### config.mk
export PLATFORM = sky130hd
export DESIGN_NAME = instr_stream_loader
export DESIGN_NICKNAME = d
export VERILOG_FILES = /design/src/rtl/instr_stream_loader.sv
export SDC_FILE = /design/constraint.sdc
export NUM_CORES = 1
export LEC_CHECK = 0
export ABC_AREA = 1
export BUFFER_PORTS_ARGS = -buffer_cell sky130_fd_sc_hd__buf_2
export CAP_MARGIN = 20
export CORE_MARGIN = 2
export CORE_UTILIZATION = 35
export CTS_BUF_LIST = sky130_fd_sc_hd__clkbuf_2
export DETAILED_ROUTE_END_ITERATION = 16
export PLACE_DENSITY = 0.62
export SKIP_CTS_REPAIR_TIMING = 1
export SLEW_MARGIN = 10
export SYNTH_ARGS = -nofsm -noshare
export SYNTH_HDL_FRONTEND = slang
export SYNTH_SLANG_ARGS = --single-unit
### constraint.sdc
create_clock -name clk -period 5.5 [get_ports clk]
set_clock_uncertainty 0.05 [all_clocks]
set_input_delay 0.55 -clock clk [delete_from_list [all_inputs] [get_ports clk]]
set_output_delay 0.55 -clock clk [all_outputs]
set_load 0.05 [all_outputs]
### src/rtl/instr_stream_loader.sv
// rtl/instr_stream_loader.sv - assembles three 32-bit stream words into one 80-bit instruction FIFO write
module instr_stream_loader #(
  parameter int COUNT_WIDTH    = 32,
  parameter int TIMEOUT_CYCLES = 1024
) (
  input  logic                   clk,
  input  logic                   rst,
  input  logic [31:0]            s_word,
  input  logic                   s_valid,
  output logic                   s_ready,
  input  logic                   flush,
  input  logic                   err_clear,
  input  logic                   instr_fifo_full,
  output logic [31:0]            lower_instr_word,
  output logic [31:0]            middle_instr_word,
  output logic [15:0]            upper_instr_word,
  output logic [2:0]             instr_write_enable,
  output logic [COUNT_WIDTH-1:0] loaded_count,
  output logic                   busy,
  output logic                   fmt_err,
  output logic                   timeout_err
);

  typedef enum logic [1:0] {W0, W1, W2, PUSH} state_t;

  // Counter only needs to hold TIMEOUT_CYCLES-1; the timeout fires on the idle cycle that would reach the limit.
  localparam int IW = (TIMEOUT_CYCLES > 1) ? $clog2(TIMEOUT_CYCLES) : 1;
  localparam logic [IW-1:0] IDLE_LIMIT = IW'((TIMEOUT_CYCLES > 0) ? TIMEOUT_CYCLES - 1 : 0);

  state_t        state;
  logic [IW-1:0] idle_cnt;
  logic          xfer;
  logic          push;
  logic          partial;
  logic          timeout_hit;

  assign s_ready            = !rst && (state != PUSH) && !flush;
  assign xfer               = s_valid && s_ready;
  assign push               = (state == PUSH) && !instr_fifo_full && !flush;
  assign instr_write_enable = push ? 3'b111 : 3'b000;
  assign busy               = (state != W0);
  assign partial            = (state == W1) || (state == W2);
  assign timeout_hit        = (TIMEOUT_CYCLES > 0) && partial && !xfer && !flush &&
                              (idle_cnt == IDLE_LIMIT);

  always_ff @(posedge clk or posedge rst) begin
    if (rst) begin
      state             <= W0;
      idle_cnt          <= '0;
      lower_instr_word  <= '0;
      middle_instr_word <= '0;
      upper_instr_word  <= '0;
      loaded_count      <= '0;
      fmt_err           <= 1'b0;
      timeout_err       <= 1'b0;
    end else begin
      // Clear first so a same-cycle set event below wins.
      if (err_clear) begin
        fmt_err     <= 1'b0;
        timeout_err <= 1'b0;
      end
      if (push) loaded_count <= loaded_count + 1'b1;

      if (flush) begin
        state    <= W0;
        idle_cnt <= '0;
      end else begin
        case (state)
          W0: begin
            idle_cnt <= '0;
            if (xfer) begin
              lower_instr_word <= s_word;
              state            <= W1;
            end
          end
          W1, W2: begin
            if (xfer) begin
              idle_cnt <= '0;
              if (state == W1) begin
                middle_instr_word <= s_word;
                state             <= W2;
              end else begin
                upper_instr_word <= s_word[15:0];
                if (s_word[31:16] != 16'h0) fmt_err <= 1'b1;
                state <= PUSH;
              end
            end else if (timeout_hit) begin
              state       <= W0;
              idle_cnt    <= '0;
              timeout_err <= 1'b1;
            end else if (TIMEOUT_CYCLES > 0) begin
              idle_cnt <= idle_cnt + 1'b1;
            end
          end
          PUSH: begin
            if (push) state <= W0;
          end
          default: state <= W0;
        endcase
      end
    end
  end

endmodule

Word level (Yosys, flattened, before mapping)
Cells that the tools add are included.
{ "word_totals": {"output_inout_bits": 119, "word_cells": 65, "reg_bits": 126, "in_bits": 38} }
{ "op_classes": {"bitwise": 2, "addsub": 2, "n_reduce_logical": 22, "muxes": 23, "n_eq_ne": 8} }
{ "op_table": {"columns": ["operator", "count"], "rows": [
  ["32-bit by 1-bit adder with 32-bit output (second input constant)", 1],
  ["10-bit 2-to-1 mux", 3],
  ["10-bit case mux with 2 select lines", 1],
  ["16-bit nonzero test", 1],
  ["1-bit 2-to-1 mux", 12],
  ["10-bit by 1-bit adder with 10-bit output (second input constant)", 1],
  ["10-bit == test (second input constant)", 1],
  ["2-bit 2-to-1 mux", 5],
  ["1-bit logical AND", 8],
  ["4-bit AND reduction", 2],
  ["3-bit inequality test (second input constant)", 2],
  ["2-bit case mux with 3 select lines", 1],
  ["3-bit AND reduction", 2],
  ["2-bit == test (second input constant)", 2],
  ["1-bit zero test", 4],
  ["4-bit inequality test (second input constant)", 1],
  ["3-bit 2-to-1 mux", 1],
  ["3-bit nonzero test", 1],
  ["2-bit by 1-bit == test with 1-bit output (second input constant)", 1],
  ["2-bit zero test", 1],
  ["2-bit inequality test (second input constant)", 1],
  ["1-bit NOT", 2],
  ["2-bit nonzero test", 1],
  ["2-bit OR reduction", 1],
  ["1-bit logical OR", 1]
]} }

Longest topological paths before layout
Gate-level depths: netlist of run 1.
{ "depth": {"ltp_word": 12, "mapped_depth": 10} }

Least setup slack after synthesis of run 1
OpenSTA, ideal clock, no wires.
{ "synth_timing": {"kind": "input-to-reg", "startpoint": "in rst", "endpoint": "reg lower_instr_word[21]", "path_stages": 6, "required_time_ps": 5327, "slack_ps": 1133, "arrival_ps": 4194, "cell_sequence": "inv_1 nand4_4 buf_4 clkbuf_1 o21ai_0 nand2_1"} }
{ "synth_via": {"elab_chain_len": 5} }
{ "synth_rtl": {"columns": ["element", "line", "source"], "rows": [
  ["from (decl)", "7", "input logic rst,"],
  ["1-bit zero test (no line)", null, null],
  ["1-bit logical AND (2 in series)", "37", "assign s_ready = !rst && (state != PUSH) && !flush;"],
  ["1-bit logical AND", "38", "assign xfer = s_valid && s_ready;"],
  ["3-bit AND reduction (no line)", null, null],
  ["to (signal assigned)", "72", "lower_instr_word <= s_word;"],
  ["to (decl)", "14", "output logic [31:0] lower_instr_word,"]
]} }
No other way between the ends.
A chain may end at the register's enable or synchronous reset.

Worst setup path after layout of run 1
{ "layout_timing": {"startpoint": "reg state[0]", "endpoint": "out busy"} }
{ "layout_via": {"elab_chain_len": 1} }
{ "layout_rtl": {"columns": ["element", "line", "source"], "rows": [
  ["from (decl)", "30", "state_t state;"],
  ["from (signal assigned)", "48", "state <= W0;"],
  ["from (signal assigned)", "65", "state <= W0;"],
  ["from (signal assigned)", "73", "state <= W1;"],
  ["2-bit nonzero test", "41", "assign busy = (state != W0);"],
  ["to (decl)", "19", "output logic busy,"]
]} }
No other way between the ends.

==> impl_metrics.py, run 1 <==
metrics = {
    "setup_path": {
        "worstSetupPathType": "reg -> out",
        "r2r_end": "idle_cnt[0]$_DFFE_PP0P_",
        "path_max_fanout": 37,
        "ff2ff_setup_slack_ns": 3.14,
        "worstPathRequired_ns": 4.90,
        "crit_start": "state[0]$_DFFE_PP0P_",
        "start_kind": "flop",
        "r2r-start": "state[0]$_DFFE_PP0P_",
        "ff2ff_path_depth": 8,
        "endpoint_kind": "primary output",
        "cp.arrival_ns": 2.32,
    },
    "timing": {
        "period_share_pct": 53.0,
        "min_period_ns": 2.92,
        "final-hold-violation-count": 0,
        "worst_slew_pin_slew_ns": 1.00,
        "max_slew_margin_pct": 33.0,
        "grt_setup_unrepaired": "false",
        "fmax_mhz": 343,
        "finalSetupTns_ns": 0,
        "drv_slew": 0,
        "setup_violations": 0,
    },
    "drt": {
        "vias_per_cell": 4.69,
        "ant_nets": 0,
        "drt-total-wl_um": 16500,
        "drtPass1Iterations": 5,
        "drcViolationCount": 0,
        "first_iter_violations": 259,
        "post_drt_wl_per_cell_um": 14.2,
        "vias": 5440,
    },
    "floorplanning": {
        "die_w_um": 135,
        "die_h_um": 135,
        "initial_utilization_pct": 36.0,
        "num_rows": 47,
        "core_area_um2": 16600,
        "ioPinCount": 157,
        "die-area_um2": 18200,
    },
    "yosys": {
        "ys_types": 33,
        "syn_area_per_cell_um2": 8.09,
        "synth_cells": 741,
        "synth_nets": 785,
        "synth-seq-area-share_pct": 52.6,
        "synth_seq_cells": 126,
        "yosysWarningCount": 0,
        "synth_top_area_cell": "dfrtp_1",
        "synth_area_leaders": "dfrtp_1 53%, nand2_1 19%, o21ai_0 6.9%",
        "synth_area_um2": 5990,
        "synthFlopType": "dfrtp_1",
        "synth_edf_count": 0,
        "synth_top_area_share_pct": 52.6,
        "synthArstFlopShare_pct": 100,
    },
    "cells_and_area": {
        "final_common_cell": "nand2_1",
        "diodes": 0,
        "n_fill_cell": 1679,
        "final_layout_size_suffix_gt1_share_pct": 22.7,
        "synthToLayoutAreaGrowth_pct": 25.4,
        "final_cell_mix": "304 x nand2_1, 156 x buf_2, 126 x dfrtp_1",
        "fin_util_pct": 45.2,
        "nets": 972,
        "final_cells": 1161,
    },
    "global_routing": {
        "grt_pass1_wl_um": 25900,
        "use_met2_pct": 28.4,
        "grt_pass1_vias": 5020,
        "gr-total-overflow": 0,
        "antenna_found_initial": 0,
        "grt_max_degree": 86,
        "met3_usage_pct": 6.23,
        "grt.total_usage_pct": 18.2,
        "use_met1_pct": 23.8,
        "top_usage_layer": "met2",
    },
    "worst_hold_path": {
        "hold_class": "in -> reg",
        "hp-start": "flush",
        "whs_endpoint": "timeout_err$_DFF_PP0_",
        "whs_path_depth": 4,
    },
    "power_and_ir_drop": {
        "ir_worst_vdd_mv": 0.413,
        "power.leakage_uw": 0.00397,
        "power_density_nw_per_um2": 515,
        "total_power_uw": 3870,
    },
    "clock_network": {
        "clk_latency_ns": 0.72,
        "cts_buffer_depth": 2,
        "cts_tree": "yes",
        "cts-root-buf": "clkbuf_2",
        "numCtsBuffers": 17,
        "path_clk_slew_ns": 0.20,
        "htree_levels": 4,
        "clkSinkCount": 126,
    },
    "placement": {
        "port_buffers": 156,
        "gp_congestion": 0.832,
        "dp.cells": 1094,
        "dp_hpwl_um": 11100,
    },
    "job": {
        "drv_cap": 0,
    },
    "outcome": {
        "status": "completed",
    },
}
## worst max path at each step
stage | to | slack (ns)
floorplan | lower_instr_word[21]$_DFFE_PP0P_ | 1.13
global placement | middle_instr_word[17]$_DFFE_PP0P_ | 2.79
detailed placement | middle_instr_word[22]$_DFFE_PP0P_ | 2.77
CTS | s_ready | 2.48
global route | busy | 2.38
finish | busy | 2.58
## synth_stat cells, types with 5 or more instances
| cell type | instances |
|---|---|
| ha_1 | 6 |
| xnor2_1 | 7 |
| dfrtp_1 | 126 |
| nand2_1 | 304 |
| inv_1 | 43 |
| nand2_2 | 5 |
| buf_6 | 6 |
| o21ai_0 | 83 |
| xor2_1 | 13 |
| nand3_1 | 23 |
| nand4_1 | 11 |
| clkbuf_1 | 15 |
| nor2_1 | 58 |
## flip-flops by register name (all words and copies together) (netlist names)
name,cells
fmt_err,1
idle_cnt,10
loaded_count,32
lower_instr_word,32
middle_instr_word,32
state,2
timeout_err,1
upper_instr_word,16
## power breakdown
group,switching [uW],leakage [uW],total [uW],internal [uW]
clock network,390,0.000139,604,214
logic,1530,0.00219,1890,359
registers,160,0.00165,1380,1220
## metal layers
layer	wire (um)	vias to the layer above
met5	0	-
met4	250	0
met3	1080	23
met2	7770	147
met1	7400	2550
li1	-	2720
## per-stage QoR
| step | worst slack [ns] | area [um^2] | hold slack (ns) |
|---|---|---|---|
| final | 2.58 | 7520 | 0.236 |
| after global routing | 2.38 | 7520 | 0.198 |
| after CTS | 2.48 | 7170 | -0.114 |
| after detailed placement | 2.77 | 6930 | 0.419 |
| after global placement | 2.79 | 6930 | 0.420 |
| after floorplan | 1.13 | 5990 | 0.417 |
## kinds of logic after synthesis
kind of cell,synth area share (%)
AO/OA/AOI/OAI,7.77
buffers and inverters,5.64
AND/OR/NAND/NOR,29.8
adder cells (fa/ha/maj),1.25
flip-flops,52.6
XOR/XNOR,2.92
## final cells by class
class | count | area, um^2 | area share, %
Clock buffer | 17 | 85.1 | 1.13
Clock inverter | 15 | 156 | 2.08
Inverter | 45 | 171 | 2.28
Multi-Input combinational cell | 542 | 2510 | 33.4
Sequential cell | 126 | 3150 | 41.9
Tap cell | 220 | 275 | 3.66
Timing Repair Buffer | 196 | 1170 | 15.5
## critical path, stage by stage, from the launching register on
cell and delay, ns:
dfrtp_1 0.47, inv_1 0.07, ha_1 0.20, inv_2 0.49, buf_2 0.38
No activity file was read; power rests on OpenSTA's default activity.
==> inputs of run 2 (changes only) <==
- clock period: 5.5 -> 2.8 ns (I/O delays scaled with it)
==> run 2 against run 1 <==
Net effect:
- flip-flop and latch count did not move
- sequential power rose by 96%
- wire length rose by 0.57%
- clock-buffer cell count did not move
- critical path depth rose by 3
- largest power group unchanged
- combinational power rose by 99%
- clock power rose by 130%
==> impl_metrics.py, run 2 (same netlist as run 1, synthesis figures left out) <==
metrics = {
    "outcome": {
        "status": "completed",
    },
    "setup_path": {
        "r2r-start": "state[0]$_DFFE_PP0P_",
        "worstSetupPathType": "reg -> reg",
        "start_kind": "flop",
        "crit_start": "state[0]$_DFFE_PP0P_",
        "worstPathRequired_ns": 3.41,
        "r2r_end": "fmt_err$_DFF_PP0_",
        "cp.arrival_ns": 3.15,
        "ff2ff_path_depth": 7,
        "endpoint_kind": "flop",
        "path_max_fanout": 25,
        "ff2ff_setup_slack_ns": 0.26,
    },
    "cells_and_area": {
        "final_cells": 1169,
        "final_common_cell": "nand2_1",
        "nets": 979,
        "final_layout_size_suffix_gt1_share_pct": 23.9,
        "n_fill_cell": 1676,
        "synthToLayoutAreaGrowth_pct": 27.9,
        "top_regs": "loaded_count: 32 flops, lower_instr_word: 32 flops, middle_instr_word: 32 flops",
        "fin_util_pct": 46.1,
        "regArea_um2": 3150,
        "multiInputGateArea_um2": 2530,
        "stdcell_area_um2": 7670,
        "final_cell_mix": "303 x nand2_1, 156 x buf_2, 126 x dfrtp_1",
    },
    "global_routing": {
        "grt.total_usage_pct": 18.5,
        "grt_pass1_wl_um": 26500,
        "grt_pass1_vias": 5155,
        "grt_max_degree": 127,
        "gr-total-overflow": 0,
        "antenna_found_initial": 1,
    },
    "worst_hold_path": {
        "whs_endpoint": "middle_instr_word[17]$_DFFE_PP0P_",
        "hp-start": "s_word[17]",
        "hold_class": "in -> reg",
        "whs_path_depth": 4,
    },
    "drt": {
        "ant_nets": 0,
        "vias_per_cell": 4.67,
        "first_iter_violations": 305,
        "post_drt_wl_per_cell_um": 14.2,
        "drcViolationCount": 0,
        "drt-total-wl_um": 16600,
        "drtPass1Iterations": 5,
        "vias": 5460,
    },
    "placement": {
        "port_buffers": 156,
        "gp_congestion": 0.844,
        "dp_hpwl_um": 11300,
        "placed_area_um2": 6990,
        "dp.cells": 1098,
        "pre_cts_slack_ns": 0.699,
    },
    "floorplanning": {
        "num_rows": 47,
        "die_h_um": 135,
        "initial_utilization_pct": 36.0,
        "die-area_um2": 18200,
        "ioPinCount": 157,
        "core_area_um2": 16600,
        "die_w_um": 135,
    },
    "timing": {
        "setup_slack_ns": 0.255,
        "worst_slew_pin_slew_ns": 0.685,
        "grt_setup_unrepaired": "false",
        "min_period_ns": 2.54,
        "drv_slew": 0,
        "fmax_mhz": 393,
        "hold_ws_ns": 0.259,
        "final-hold-violation-count": 0,
        "setup_violations": 0,
        "max_slew_margin_pct": 54.4,
        "period_share_pct": 90.9,
    },
    "clock_network": {
        "cts_buffer_depth": 2,
        "htree_levels": 4,
        "cts_tree": "yes",
        "path_clk_slew_ns": 0.23,
        "cts-root-buf": "clkbuf_2",
        "numCtsBuffers": 17,
        "clk_latency_ns": 0.71,
        "clkSinkCount": 126,
    },
    "power_and_ir_drop": {
        "ir_worst_vdd_mv": 0.758,
        "power.leakage_uw": 0.00402,
        "power_density_nw_per_um2": 1030,
    },
    "job": {
        "drv_cap": 0,
    },
}
## run 2: cell types whose count changed in the layout (fill, tap and decap cells not counted), moves of 2 or more
| cell | change |
|---|---|
| clkinv_1 | -3 |
| nand3_1 | -3 |
| nand3_2 | +3 |
| dlygate4sd3_1 | +3 |
| inv_6 | -2 |
| clkinvlp_4 | +4 |
| o21ai_1 | +18 |
| o21ai_0 | -18 |
| buf_4 | +3 |
| bufinv_16 | +2 |
## run 2: power by group
group / internal, uW / leakage [uW] / switching, uW
clock network: 599 / 0.000154 / 784
logic: 749 / 0.00222 / 3020
registers: 2390 / 0.00165 / 319
total: 3740 / 0.00402 / 4120
## run 2: layer usage
metal / track usage (%) / routed length (um)
met1: 24.1 / 7470
met2: 29.3 / 7810
met3: 6.23 / 1050
met4: 5.85 / 259
met5: 0 / 0
## run 2: area by class of cell
class / count / area share (%)
diodes: 1 / 0.0326
clock buffers: 17 / 1.11
clock inverters: 15 / 2.74
inverters: 45 / 2.25
multi-input cells: 542 / 33.0
flip-flops and latches: 126 / 41.1
well taps: 220 / 3.59
repair buffers: 203 / 16.2
## run 2: how the worst max path moves through the flow
stage / to / cells past startpoint / slack, ns
floorplan: lower_instr_word[1]$_DFFE_PP0P_ / 6 / -0.44
global placement: lower_instr_word[24]$_DFFE_PP0P_ / 7 / 0.77
detailed placement: lower_instr_word[10]$_DFFE_PP0P_ / 7 / 0.70
CTS: instr_write_enable[1] / 4 / 0.11
global route: fmt_err$_DFF_PP0_ / 7 / 0.07
finish: fmt_err$_DFF_PP0_ / 7 / 0.26
## run 2: per-stage QoR
step	power, uW	TNS (ns)
after floorplan	5510	-39.40
after global placement	6470	0
after detailed placement	6490	0
after CTS	7880	0
after global routing	8280	0
final	7870	0
## run 2: critical path, cell delays in order (launching register included)
cell and delay (ns):
dfrtp_1 0.47, ha_1 0.27, inv_1 0.12, nand4_4 0.34, nor2_4 0.52, nand2_1 0.11
nand2_1 0.08, dlygate4sd3_1 0.55
